$ cat src/rtl/rx78_ioctl_upload.sv
// rx78_ioctl_upload: core-to-host ioctl upload engine for the RX-78 core.
// Serves hps_io read strobes from a synchronous BRAM port so a RAM region
// (battery/cart RAM) can be saved, either at the host's initiative or after
// a core request via save_trig.
//
// state     | meaning
// ----------+--------------------------------------------------------------
// S_IDLE    | nothing in progress; waits for save_trig or a matching upload
// S_REQ     | upload_req is high for this single cycle
// S_WAIT_UP | waiting for the host to start the upload; timeout running
// S_ACTIVE  | upload open; answering ioctl_rd strobes
// S_FETCH   | BRAM read in flight; ioctl_din loaded when the latency expires
module rx78_ioctl_upload #(
  parameter int unsigned ADDR_W  = 16,
  parameter int unsigned LEN     = 16'h2000,
  parameter int unsigned MEM_LAT = 1,
  parameter logic [7:0]  INDEX   = 8'd1,
  parameter int unsigned TIMEOUT = 24'd5_000_000
) (
  input  logic              clk,
  input  logic              reset,
  input  logic              save_trig,
  output logic              upload_req,
  input  logic              ioctl_upload,
  input  logic [7:0]        ioctl_index,
  input  logic              ioctl_rd,
  input  logic [24:0]       ioctl_addr,
  output logic [7:0]        ioctl_din,
  output logic [ADDR_W-1:0] mem_addr,
  output logic              mem_rd,
  input  logic [7:0]        mem_q,
  output logic              busy,
  output logic              done,
  output logic              err
);

  typedef enum logic [2:0] {
    S_IDLE, S_REQ, S_WAIT_UP, S_ACTIVE, S_FETCH
  } state_t;

  // Timeout and fetch timers are down-counters; terminal count is zero.
  localparam logic [24:0] LEN_L    = 25'(LEN);
  localparam logic [23:0] TMO_LAST = 24'(TIMEOUT - 1);
  localparam logic [1:0]  LAT_LOAD = 2'(MEM_LAT);

  state_t            state_q;
  logic [23:0]       tmo_q;
  logic [1:0]        lat_q;
  logic              upload_req_q;
  logic [7:0]        din_q;
  logic [ADDR_W-1:0] mem_addr_q;
  logic              mem_rd_q;
  logic              done_q;
  logic              err_q;

  logic host_match;
  logic in_range;

  // A non-matching index never opens the channel.
  assign host_match = ioctl_upload && (ioctl_index == INDEX);
  assign in_range   = (ioctl_addr < LEN_L);

  // Sequencer: state, timers and all registered outputs.
  always_ff @(posedge clk) begin
    if (reset) begin
      state_q      <= S_IDLE;
      tmo_q        <= '0;
      lat_q        <= '0;
      upload_req_q <= 1'b0;
      din_q        <= 8'h00;
      mem_addr_q   <= '0;
      mem_rd_q     <= 1'b0;
      done_q       <= 1'b0;
      err_q        <= 1'b0;
    end else begin
      upload_req_q <= 1'b0;
      mem_rd_q     <= 1'b0;
      done_q       <= 1'b0;
      case (state_q)
        S_IDLE: begin
          // Host-initiated upload takes precedence over a local request.
          if (host_match) begin
            state_q <= S_ACTIVE;
          end else if (save_trig) begin
            state_q      <= S_REQ;
            upload_req_q <= 1'b1;
            err_q        <= 1'b0;
          end
        end
        S_REQ: begin
          state_q <= S_WAIT_UP;
          tmo_q   <= TMO_LAST;
        end
        S_WAIT_UP: begin
          if (host_match) begin
            state_q <= S_ACTIVE;
          end else if (tmo_q == 24'd0) begin
            state_q <= S_IDLE;
            err_q   <= 1'b1;
          end else begin
            tmo_q <= tmo_q - 24'd1;
          end
        end
        S_ACTIVE: begin
          if (!ioctl_upload) begin
            state_q <= S_IDLE;
            done_q  <= 1'b1;
          end else if (ioctl_rd) begin
            if (in_range) begin
              mem_addr_q <= ioctl_addr[ADDR_W-1:0];
              mem_rd_q   <= 1'b1;
              lat_q      <= LAT_LOAD;
              state_q    <= S_FETCH;
            end else begin
              din_q <= 8'hFF;
            end
          end
        end
        S_FETCH: begin
          // Abandoning a fetch leaves ioctl_din at its previous byte.
          if (!ioctl_upload) begin
            state_q <= S_IDLE;
            done_q  <= 1'b1;
          end else begin
            if (ioctl_rd) err_q <= 1'b1;
            if (lat_q == 2'd0) begin
              din_q   <= mem_q;
              state_q <= S_ACTIVE;
            end else begin
              lat_q <= lat_q - 2'd1;
            end
          end
        end
        default: state_q <= S_IDLE;
      endcase
    end
  end

  assign upload_req = upload_req_q;
  assign ioctl_din  = din_q;
  assign mem_addr   = mem_addr_q;
  assign mem_rd     = mem_rd_q;
  assign busy       = (state_q != S_IDLE);
  assign done       = done_q;
  assign err        = err_q;

endmodule

$ cat config.mk
export PLATFORM = sky130hd
export DESIGN_NAME = rx78_ioctl_upload
export DESIGN_NICKNAME = d
export VERILOG_FILES = /design/src/rtl/rx78_ioctl_upload.sv
export SDC_FILE = /design/constraint.sdc
export NUM_CORES = 1
export LEC_CHECK = 0
export ABC_AREA = 1
export ABC_CLOCK_PERIOD_IN_PS = 4000
export CAP_MARGIN = 20
export CORE_ASPECT_RATIO = 1.1
export CORE_UTILIZATION = 54
export DETAILED_ROUTE_END_ITERATION = 12
export GPL_TIMING_DRIVEN = 0
export PLACE_DENSITY = 0.85
export SLEW_MARGIN = 20
export SYNTH_ARGS = -nofsm -noshare
export SYNTH_HDL_FRONTEND = slang
export SYNTH_SLANG_ARGS = --single-unit
$ cat constraint.sdc
create_clock -name clk -period 4 [get_ports clk]
set_input_delay 0.8 -clock clk [delete_from_list [all_inputs] [get_ports clk]]
set_output_delay 0.8 -clock clk [all_outputs]
set_load 0.05 [all_outputs]
# After elaboration in Yosys (flattened, before gate mapping)
# Index checks and enable logic that the tools add are counted.
[classes]
magnitude_cmp = 1
n_eq_ne = 23
n_bitwise = 5
n_reduce_logical = 18
add_sub_neg = 2
n_mux = 35
[op_table]
columns = ["cell", "n"]
rows = [
  ["$mux 24", 2],
  ["$pmux 24 s2", 1],
  ["$mux 8", 5],
  ["$mux 3", 9],
  ["$ne 2x2->1 const B", 13],
  ["$lt 25x14->1 const B", 1],
  ["$logic_not 24->1", 1],
  ["$sub 24x1->24 const B", 1],
  ["$pmux 8 s2", 1],
  ["$ne 3x3->1 const B", 5],
  ["$pmux 3 s5", 1],
  ["$reduce_and 6->1", 2],
  ["$mux 2", 5],
  ["$mux 1", 9],
  ["$eq 8x1->1 const B", 1],
  ["$reduce_and 7->1", 1],
  ["$eq 3x2->1 const B", 2],
  ["$reduce_bool 3->1", 2],
  ["$not 1->1", 5],
  ["$reduce_and 5->1", 1],
  ["$pmux 2 s2", 1],
  ["$reduce_and 4->1", 1],
  ["$reduce_bool 2->1", 2],
  ["$reduce_or 2->1", 2],
  ["10 further kinds", 10],
]
[totals]
regBits = 57
elab_cells = 93
out_inout_bits = 29
in_bits = 46

# Depth between registers and ports, before layout
[depth]
ltp_word = 5
depth_mapped = 11
mapped_depth_nobuf = 11

# Least setup slack after synthesis
# OpenSTA, ideal clock, no wires.
[synth_timing]
kind = "input to register"
from = "input port ioctl_index[7]"
to = "register tmo_q[19]"
t_required_ns = 3.862
setup_time_ns = 0.138
cell_stages = 9
n_path_buf = 1
setup_slack_ns = 2.179
t_arrival_ns = 1.684
path_cell_list = "inv_1 -> nand2_1 -> nor2_1 -> nand3_1 -> nand3_4 -> nand2_4 -> buf_6 -> nand2_1 -> a21oi_2"
[synth_between]
elab_chain_len = 4
[synth_rtl]
columns = ["item", "line_no", "rtl"]
rows = [
  ["from (decl)", "25", "input logic [7:0] ioctl_index,"],
  ["$eq 8x1->1", "60", "assign host_match = ioctl_upload && (ioctl_index == INDEX);"],
  ["$logic_and 1x1->1", "60", ""],
  ["$ne 2x2->1 (no source line)", "-", ""],
  ["$reduce_and 3->1 (no source line)", "-", ""],
  ["to (signal assigned)", "101", "tmo_q <= tmo_q - 24'd1;"],
  ["to (decl)", "47", "logic [23:0] tmo_q;"],
]
# No other way between the ends.
# A chain may end at the register's enable or synchronous reset.

# Final worst setup path
[layout_timing]
from = "register state_q[1]"
to = "output port busy"
[layout_between]
elab_chain_len = 1
[layout_rtl]
columns = ["item", "line_no", "rtl"]
rows = [
  ["from (decl)", "46", "state_t state_q;"],
  ["from (signal assigned)", "66", "state_q <= S_IDLE;"],
  ["from (signal assigned)", "83", "state_q <= S_ACTIVE;"],
  ["from (signal assigned)", "85", "state_q <= S_REQ;"],
  ["$reduce_bool 3->1", "143", "assign busy = (state_q != S_IDLE);"],
  ["to (decl)", "32", "output logic busy,"],
]
# No other way between the ends.

==> metrics.md <==
| Metric | Value |
|---|---|
| Status | `complete, no violations` |
| Avg WL per Cell | `about 13 µm` |
| F_max | `just under 400 MHz` |
| Critical path peak fanout | `5` |
| Reg-to-Reg Start | `tmo_q[0]$_SDFFE_PP0P_` |
| Routability Congestion | `0.9345` |
| Clk sinks | `between 50 and 60` |
| First-pass GRT wire length | `14440 µm` |
| Area leader, netlist | `dfxtp_1` |
| Vias/cell | `5.248` |
| Clock root buffer | `clkbuf_8` |
| Setup TNS | `0 ps` |
| Max H-tree Level | `3` |
| Slew margin rel. | `0.5626` |
| Initial Utilization | `0.5593` |
| Die Width | `75.71 µm` |
| Routed wire length | `8781 µm` |
| Post-Syn Instances | `497` |
| Maximum VDD drop | `0.5374 mV` |
| Fin crit period | `2584 ps` |
| Global Route Usage Sum | `0.2994` |
| ANT cells | `0` |
| Synth-to-Final Area Change | `33.66%` |
| Crit path DAT | `1780 ps` |
| Crit path to | `busy` |
| Worst Path Required | `3200 ps` |
| Die span in y | `83.08 µm` |
| Die area | `6289 µm²` |
| CP endpoint kind | `output port` |
| Pwr Density | `724.1 nW/µm²` |
| Synth cell types | `35` |
| Top-count cell post-synth | `nand2_1` |
| Dpl hpwl | `6378 µm` |
| Initial antenna violation count | `0` |
| Starting DRT DRC Count | `239` |
| Crit. Startpoint | `state_q[1]$_SDFFE_PP0P_` |
| Routed Antenna Nets | `0` |
| Total power | `approximately 3.1 mW` |
| Detailed-route DRC error count | `0` |
| CTS tree | `yes` |
| Rows | `29` |
| Reg2reg end | `tmo_q[19]$_SDFFE_PP0P_` |
| Most frequent cells after synthesis | `nand2_1, nor2_1, inv_1` |
| Area after DPL | `4064 µm²` |
| Post-CTS Setup Bufs | `0` |
| Mapped Area | `3227 µm²` |
| Post-synthesis sequential area ratio | `0.3536` |
| RSZ-0062 raised after global routing | `no` |
| FFs w/ async S/R, synth | `0` |
| Via count | `3485` |
| Max-cap violation count | `0` |
| Crit start category | `register` |
| Pre-antenna DRT Iters | `8` |
| Syn nets | `546` |
| Filler cells | `433` |
| Mean Syn Cell Area | `6.493 µm²` |
| Slew Viols, Final | `0` |
| Vias in the first global route | `3293` |
| Reg2reg path depth | `10` |
| Fin area | `4313 µm²` |
| CTS Buf Count | `9` |
| Post-synth top flop | `dfxtp_1` |
| GR Overflow Total | `0` |
| Largest net degree at the start of global routing | `13` |
| Top-area cell type share of the netlist area | `0.3536` |
| Final setup viols | `0` |
| Final worst-path cycle share | `0.6460` |
| Top-Level Pins | `75` |
| Core ar. | `5769 µm²` |
| Hold buffers post-CTS | `0` |
| EDFF count, synth | `0` |
| CP Class | `register to output port` |
| Layout Nets | `around 630` |
| Yosys reg bits | `57` |
| CTS Buffer Depth | `2` |
| Final hold vios | `0` |
| Worst-skew pair later-pin latency | `340 ps` |
| Leakage | `around 1.8 nW` |
| Clock transition at path regs | `80 ps` |
| Yosys synthesis warning count | `0` |
| Reg-to-reg setup timing slack | `2330 ps` |
| Port Buf Inserts | `74` |
| Final Skew | `between 10 and 15 ps` |
| Largest cells by area after synthesis | `dfxtp_1, nand2_1, nor2_1` |
| Slew @ Worst Pin | `656.1 ps` |
| Cts repair resizes | `0` |
| Hold Path Class | `register to register` |
| Layout cells sized above 1 | `0.1090` |
==> logic make-up (layout without fill, tap and decap cells) <==
family	count (synthesis)	after routing	share of synthesized area
buf+inv	83	173	0.1082
xor+xnor	1	1	0.002715
compound gates	58	58	0.1020
simple gates	295	295	0.4219
fa+ha+maj	3	3	0.01163
flops	57	57	0.3536
==> critical path: stages (launching register included) <==
cell and delay, ps:
dfxtp_1 400, nor2_1 90, nand2_1 120, clkdlybuf4s50_1 830
==> sequential cells by signal, indices dropped and copies added, names as in the netlist <==
signal	flops
tmo_q	24
done	1
mem_addr	16
mem_rd	1
upload_req	1
state_q	3
err	1
ioctl_din	8
lat_q	2
==> metrics by stage <==
step / hold WS [ps] / std cells / worst slack, ps / util
finish: 448.2 / 664 / 1416 / 0.7476
floorplan: 477.1 / 497 / 2179 / -
detailed placement: 438.3 / 648 / 1342 / 0.7044
global placement: 429.8 / 648 / 1315 / 0.7044
global route: 470.8 / 664 / 1357 / 0.7476
CTS: 450.3 / 664 / 1421 / 0.7476
==> where the power goes <==
group | switching [mW] | total, mW | internal [mW]
clock network | 0.259 | 0.679 | 0.420
registers | 0.122 | 0.808 | 0.686
logic | 1.08 | 1.64 | 0.560
==> placed cells by master, fill, tap and decap left out, drive strengths merged <==
cell | synthesis | routed
nand2 | 116 | 116
nor2 | 105 | 105
clkdlybuf4s50 | 0 | 74
inv | 69 | 71
dfxtp | 57 | 57
nand3 | 49 | 49
a21oi | 32 | 32
o21ai | 24 | 24
clkbuf | 6 | 15
nand4 | 10 | 10
buf | 8 | 8
nor3 | 5 | 5
and3 | 3 | 3
ha | 3 | 3
bufinv | 0 | 3
and2 | 3 | 3
nand3b | 2 | 2
clkinv | 0 | 2
o21bai | 2 | 2
or2 | 2 | 2
xnor2 | 1 | 1
==> routing by layer <==
metal / vias up / global-route usage / wire length, µm / share of wire
met4: 0 / 0.1145 / 172 / 0.020
met3: 20 / 0.07888 / 567 / 0.065
met5: - / 0 / 0 / 0
met1: 1601 / 0.3530 / 3604 / 0.41
met2: 124 / 0.5057 / 4436 / 0.51
li1: 1740 / - / - / -
==> final cells by class <==
class                      count  area [µm²]  area share
multi-input combinational    357        1737      0.4027
sequential                    57        1141      0.2646
timing repair buffer          74       740.7      0.1717
inverter                      69       259.0     0.06005
clock inverter                 7       125.1     0.02901
clock buffer                   9       123.9     0.02872
tap                           77       96.34     0.02234
buffer                        14       90.09     0.02089
==> how the worst min path moves through the flow <==
stage                             start                        to  slack, ps  depth (start not counted)
3_5_place_dp   mem_addr[7]$_SDFFE_PP0P_  mem_addr[7]$_SDFFE_PP0P_        440                          2
4_1_cts        mem_addr[7]$_SDFFE_PP0P_  mem_addr[7]$_SDFFE_PP0P_        450                          2
6_report       mem_addr[7]$_SDFFE_PP0P_  mem_addr[7]$_SDFFE_PP0P_        450                          2
3_3_place_gp   mem_addr[2]$_SDFFE_PP0P_  mem_addr[2]$_SDFFE_PP0P_        430                          2
2_1_floorplan     tmo_q[6]$_SDFFE_PP0P_     tmo_q[6]$_SDFFE_PP0P_        480                          2
5_1_grt        mem_addr[8]$_SDFFE_PP0P_  mem_addr[8]$_SDFFE_PP0P_        470                          2
Note: power is estimated with default switching activity, not from simulation.
